`config.mk`:
```
export PLATFORM = sky130hd
export DESIGN_NAME = flit_inject_tx_flat
export DESIGN_NICKNAME = d
export VERILOG_FILES = /design/src/rtl/flit_inject_tx_if.sv /design/src/rtl/flit_inject_tx.sv /design/src/flat_wrapper.sv
export SDC_FILE = /design/constraint.sdc
export NUM_CORES = 1
export LEC_CHECK = 0
export BUFFER_PORTS_ARGS = -buffer_cell sky130_fd_sc_hd__buf_4
export CAP_MARGIN = 30
export CORE_ASPECT_RATIO = 0.75
export CORE_MARGIN = 2
export CORE_UTILIZATION = 45
export CTS_CLUSTER_SIZE = 25
export DETAILED_ROUTE_END_ITERATION = 8
export PLACE_DENSITY = 0.68
export SLEW_MARGIN = 20
export SYNTH_ARGS = -nofsm -noshare
export SYNTH_HDL_FRONTEND = slang
export SYNTH_SLANG_ARGS = --single-unit
```
`constraint.sdc`:
```
create_clock -name clk -period 2.4 [get_ports clk]
set_input_delay 0.12 -clock clk [delete_from_list [all_inputs] [get_ports clk]]
set_output_delay 0.12 -clock clk [all_outputs]
set_load 0.02 [all_outputs]
```
`src/rtl/flit_inject_tx_if.sv`:
```
// Packet-source and router-injection handshake bundle for flit_inject_tx.
// The slave modport is the transmitter. The master modport is the node/router side that drives packets and grants.
interface flit_inject_tx_if #(
    parameter int DATA_W   = 32,
    parameter int NUM_FLIT = 4,
    parameter int ADDR_W   = 4,
    parameter int ID_W     = 4,
    parameter int FIDX_W   = 2
) ();
    localparam int FLIT_W = DATA_W + 2*ADDR_W + ID_W + FIDX_W + 1;

    logic                         pkt_valid;
    logic                         pkt_ready;
    logic [ADDR_W-1:0]            pkt_dst;
    logic [NUM_FLIT*DATA_W-1:0]   pkt_payload;
    logic                         inj_grant;
    logic                         flit_valid;
    logic [FLIT_W-1:0]            flit_out;
    logic                         busy;

    modport master (
        output pkt_valid, pkt_dst, pkt_payload, inj_grant,
        input  pkt_ready, flit_valid, flit_out, busy
    );

    modport slave (
        input  pkt_valid, pkt_dst, pkt_payload, inj_grant,
        output pkt_ready, flit_valid, flit_out, busy
    );
endinterface

```
`src/rtl/flit_inject_tx.sv`:
```
// Serialises one buffered packet into NUM_FLIT flits for the router's local injection port.
// Latency: the head flit is registered 1 cycle after acceptance. There is one bubble cycle after the tail before the next packet is accepted.
// Backpressure: a low inj_grant holds the current flit indefinitely. pkt_ready is low for the whole packet.
module flit_inject_tx #(
    parameter int DATA_W   = 32,
    parameter int NUM_FLIT = 4,
    parameter int ADDR_W   = 4,
    parameter int ID_W     = 4,
    parameter int FIDX_W   = 2
) (
    input  logic               clk,
    input  logic               reset,
    input  logic [ADDR_W-1:0]  my_addr,
    flit_inject_tx_if.slave    bus
);
    localparam int FLIT_W = DATA_W + 2*ADDR_W + ID_W + FIDX_W + 1;
    localparam logic [FIDX_W-1:0] LAST_IDX = FIDX_W'(NUM_FLIT - 1);

    typedef enum logic {IDLE, SEND} state_t;

    state_t                     state, state_nx;
    logic                       fv_q, fv_nx;
    logic [FLIT_W-1:0]          fo_q, fo_nx;
    logic [ID_W-1:0]            id_q, id_nx;
    logic [FIDX_W-1:0]          fidx_q, fidx_nx;
    logic [NUM_FLIT*DATA_W-1:0] pay_q, pay_nx;
    logic [ADDR_W-1:0]          dst_q, dst_nx;
    logic [ADDR_W-1:0]          src_q, src_nx;
    logic [FIDX_W-1:0]          nidx;

    function automatic logic [FLIT_W-1:0] make_flit(
        input logic [FIDX_W-1:0] idx,
        input logic [ID_W-1:0]   id,
        input logic [ADDR_W-1:0] src,
        input logic [ADDR_W-1:0] dst,
        input logic [DATA_W-1:0] d
    );
        return {(idx == LAST_IDX), idx, id, src, dst, d};
    endfunction

    always_ff @(posedge clk or negedge reset) begin
        if (!reset) begin
            state  <= IDLE;
            fv_q   <= 1'b0;
            fo_q   <= '0;
            id_q   <= '0;
            fidx_q <= '0;
            pay_q  <= '0;
            dst_q  <= '0;
            src_q  <= '0;
        end else begin
            state  <= state_nx;
            fv_q   <= fv_nx;
            fo_q   <= fo_nx;
            id_q   <= id_nx;
            fidx_q <= fidx_nx;
            pay_q  <= pay_nx;
            dst_q  <= dst_nx;
            src_q  <= src_nx;
        end
    end

    always_comb begin
        state_nx = state;
        fv_nx    = fv_q;
        fo_nx    = fo_q;
        id_nx    = id_q;
        fidx_nx  = fidx_q;
        pay_nx   = pay_q;
        dst_nx   = dst_q;
        src_nx   = src_q;
        nidx     = fidx_q + 1'b1;
        case (state)
            IDLE: begin
                if (bus.pkt_valid) begin
                    pay_nx   = bus.pkt_payload;
                    dst_nx   = bus.pkt_dst;
                    src_nx   = my_addr;
                    fidx_nx  = '0;
                    fo_nx    = make_flit('0, id_q, my_addr, bus.pkt_dst, bus.pkt_payload[0 +: DATA_W]);
                    fv_nx    = 1'b1;
                    state_nx = SEND;
                end
            end
            SEND: begin
                if (bus.inj_grant) begin
                    if (fidx_q == LAST_IDX) begin
                        fv_nx    = 1'b0;
                        id_nx    = id_q + 1'b1;
                        fidx_nx  = '0;
                        state_nx = IDLE;
                    end else begin
                        fidx_nx = nidx;
                        fo_nx   = make_flit(nidx, id_q, src_q, dst_q, pay_q[int'(nidx)*DATA_W +: DATA_W]);
                    end
                end
            end
            default: state_nx = IDLE;
        endcase
    end

    assign bus.pkt_ready  = (state == IDLE);
    assign bus.busy       = (state == SEND);
    assign bus.flit_valid = fv_q;
    assign bus.flit_out   = fo_q;
endmodule
```
`src/flat_wrapper.sv`:
```
// flat-port wrapper written by rule: the top's interface ports become plain ports
module flit_inject_tx_flat 
#(
    parameter int DATA_W   = 32,
    parameter int NUM_FLIT = 4,
    parameter int ADDR_W   = 4,
    parameter int ID_W     = 4,
    parameter int FIDX_W   = 2
)
  (clk, reset, my_addr, bus_pkt_valid, bus_pkt_dst, bus_pkt_payload, bus_inj_grant, bus_pkt_ready, bus_flit_valid, bus_flit_out, bus_busy);
  flit_inject_tx_if #(.DATA_W(DATA_W), .NUM_FLIT(NUM_FLIT), .ADDR_W(ADDR_W), .ID_W(ID_W), .FIDX_W(FIDX_W)) bus_i ();
  input  logic clk;
  input  logic reset;
  input  logic [ADDR_W-1:0] my_addr;
  input wire logic [$bits(bus_i.pkt_valid)-1:0] bus_pkt_valid;
  input wire logic [$bits(bus_i.pkt_dst)-1:0] bus_pkt_dst;
  input wire logic [$bits(bus_i.pkt_payload)-1:0] bus_pkt_payload;
  input wire logic [$bits(bus_i.inj_grant)-1:0] bus_inj_grant;
  output wire logic [$bits(bus_i.pkt_ready)-1:0] bus_pkt_ready;
  output wire logic [$bits(bus_i.flit_valid)-1:0] bus_flit_valid;
  output wire logic [$bits(bus_i.flit_out)-1:0] bus_flit_out;
  output wire logic [$bits(bus_i.busy)-1:0] bus_busy;
  assign bus_i.pkt_valid = bus_pkt_valid;
  assign bus_i.pkt_dst = bus_pkt_dst;
  assign bus_i.pkt_payload = bus_pkt_payload;
  assign bus_i.inj_grant = bus_inj_grant;
  assign bus_pkt_ready = bus_i.pkt_ready;
  assign bus_flit_valid = bus_i.flit_valid;
  assign bus_flit_out = bus_i.flit_out;
  assign bus_busy = bus_i.busy;
  flit_inject_tx #(.DATA_W(DATA_W), .NUM_FLIT(NUM_FLIT), .ADDR_W(ADDR_W), .ID_W(ID_W), .FIDX_W(FIDX_W)) u_core (.clk(clk), .reset(reset), .my_addr(my_addr), .bus(bus_i));
endmodule
```
==> impl_metrics.ini <==
[floorplan]
dieArea_um2 = 19500
ios = 190
die_h_um = 121
core_um2 = 17800
num_rows = 42
initial_core_util_pct = 46.4
die_x_um = 161

[placement]
dp_hpwl_um = 12600
io_buffers = 189
routabilityCongestion = 0.778
placedCellCount = 936
postPlaceCellArea_um2 = 9980
place_ws_ns = 0.370

[timing]
final_max_slew_viol_count = 0
hold_viol_final = 0
worstMarginPinSlew_ns = 0.679
finalWorstSetupSlack_ns = 0.361
fmax_ghz = 0.491
finalCritPeriodShare_pct = 84.9
rsz0062_at_grt = false
finClkSkew_ns = 0.0102
holdWs_ns = 0.0762
tns_ns = 0
setup_viol = 0
slew_headroom_pct = 54.7
finalCriticalPeriod_ns = 2.04

[clock_tree]
cts.sinks = 191
cts_buffers = 17
post_cts_resized = 0
h-tree-depth = 4
clock_path_buffers = 2
path_clk_slew_ns = 0.07
post-cts-setup-buffers = 0
clk-insertion-delay-late_ns = 0.42
root_buffer = clkbuf_16
cts_tree = yes

[setup_path]
path_cells = inv_1 > ha_2 > buf_4 > mux4_2 > and2_1 > a221o_1
critPathArrivalTime_ns = 2.34
r2r-end = u_core.bus.flit_out[23]
startpoint = u_core.fidx_q[0]
worstSetupStartpointType = flop
rrSetupSlack_ns = 0.36
critPathSlowestCell = dfrtp_2
r2r_cells = 6
crit_fanout = 19
max_stage_delay_ns = 0.41
reg2reg_from = u_core.fidx_q[0]
critPathKind = reg2reg
end_kind = flop
required_ns = 2.71
crit_family = flip-flops
crit_buf_inv = 2

[flow_run]
cap_viol_max_count = 0

[grt]
grt_max_degree = 82
grtUsageTotal_pct = 21.6
antenna_found_initial = 0
grt_pass1_vias = 6239
grt-ovfl-total = 0
grt_pass1_wl_um = 32900

[status]
run_status = finished, final reports clean

[detailed_routing]
firstDrtPassIters = 4
drc = 0
antenna_left = 0
first_iter_violations = 445
detail_route.vias_per_cell = 5.19
routed_wl_um = 20100
route.vias.total = 5739
wl_per_cell_um = 18.1

[hold_path]
worst_hold_path.num_cells = 3
hold_end = u_core.fidx_q[1]
hold_class = in2reg
holdCritStartpoint = bus_inj_grant

[pwr]
p_comb_share_pct = 41.6
seq_power_share_pct = 39.1
ir_worst_vdd_mv = 0.590
power_density_nw_per_um2 = 1230
p_int_mw = 10.1
clkPwrFrac_pct = 19.4
fin_total_pwr_mw = 14.8
power_switching_mw = 4.68
total_leakage_power_nw = 5.38
p_sw_share_pct = 31.7

[layout]
fin_area_um2 = 12000
fillers = 1224
final_util_pct = 67.1
layout_commonest_cell = buf_4
final_cell_mix = buf_4 (195), dfrtp_1 (190), mux2_2 (140), dlygate4sd3_1 (138), a221o_1 (32)
syn_to_final_growth_pct = 44.5
diodes = 0
nNetsFinal = 995
fin_cells = 1106
drive_gt1_share_pct = 47.0

[synthesis]
ys_seq_area_share_pct = 57.8
syn_area_um2 = 8270
synth-edff-count = 0
yosysWarningCount = 0
syn_inst = 530
async_reset_ff_share_pct = 100
synth_seq_cells = 191
ys.flop_type = dfrtp_1
syn-num-nets = 674
syn_area_per_cell_um2 = 15.6
yosysUniqueCellTypes = 32
## sequential cells by signal, indices dropped and copies added, names as in the netlist
name	cells
u_core.bus.busy	1
u_core.id_q	4
u_core.pay_q	128
u_core.bus.flit_out	47
u_core.bus.flit_valid	1
u_core.src_q	4
u_core.fidx_q	2
u_core.dst_q	4
## power by group through the flow
stage	Sequential (mW)	Combinational (mW)	Clock (mW)
finish	5.76	6.13	2.86
global route	5.95	6.65	3.06
CTS	5.74	6.19	2.91
detailed placement	5.78	6.00	0
global placement	5.69	5.77	0
floorplan	5.95	3.97	0
## routing by layer
layer  part of all wire [%]  up-vias  wire, um  global-route usage, %
met3                    5.3       22      1050                   5.30
met4                    1.4        0       276                   6.64
met1                     45     2931      9080                   28.8
met2                     48      169      9650                   35.4
met5                      0        -         0                      0
li1                       -     2617         -                      -
## cells by family (layout without fill, tap and decap cells)
kind of cell | Yosys count | count (layout) | share of synthesized area (%)
flip-flops | 191 | 191 | 57.8
multiplexers | 184 | 184 | 29.4
AND/OR/NAND/NOR | 60 | 60 | 4.10
AO/OA/AOI/OAI | 46 | 46 | 4.80
buffers and inverters | 42 | 376 | 2.98
adder cells (fa/ha/maj) | 4 | 4 | 0.605
XOR/XNOR | 3 | 3 | 0.318
## worst max path at each step
stage	to	slack, ns	cells past startpoint
floorplan	u_core.bus.flit_out[13]	0.19	9
global placement	u_core.bus.flit_out[43]	0.25	4
detailed placement	u_core.bus.flit_out[28]	0.37	6
CTS	u_core.bus.flit_out[23]	0.35	6
global route	u_core.bus.flit_out[28]	0.29	6
finish	u_core.bus.flit_out[23]	0.36	6
## cell usage after synthesis (all sizes together) (4+ instances only)
master | instances | share of area [%]
o21ai | 4 | 0.24
ha | 4 | 0.61
buf | 32 | 2.5
nand2 | 9 | 0.41
a21oi | 8 | 0.48
mux2 | 141 | 19
and2 | 32 | 2.4
mux4 | 32 | 8.9
clkbuf | 7 | 0.32
mux2i | 11 | 1.3
nor3 | 8 | 0.48
a221o | 32 | 3.9
dfrtp | 191 | 58
## worst reg2reg max path, stage by stage (launching register included)
cell,delay [ns]
dfrtp_2,0.41
inv_1,0.09
ha_2,0.33
buf_4,0.30
mux4_2,0.36
and2_1,0.17
a221o_1,0.26
## cell type report
class                           count  area (um2)  area share [%]
Tap cell                          242         303            2.53
Clock inverter                     11         129            1.08
Multi-Input combinational cell    297        3260            27.3
Sequential cell                   191        4780            40.0
Clock buffer                       21         460            3.85
Inverter                            3        11.3          0.0942
Timing Repair Buffer              341        3010            25.2
## what timing repair did
action / CTS / global route
setup endpoints to repair: 0 / 0
hold endpoints to repair: 254 / 0
hold buffers: 138 / 0
No activity file was read; power rests on OpenSTA's default activity.
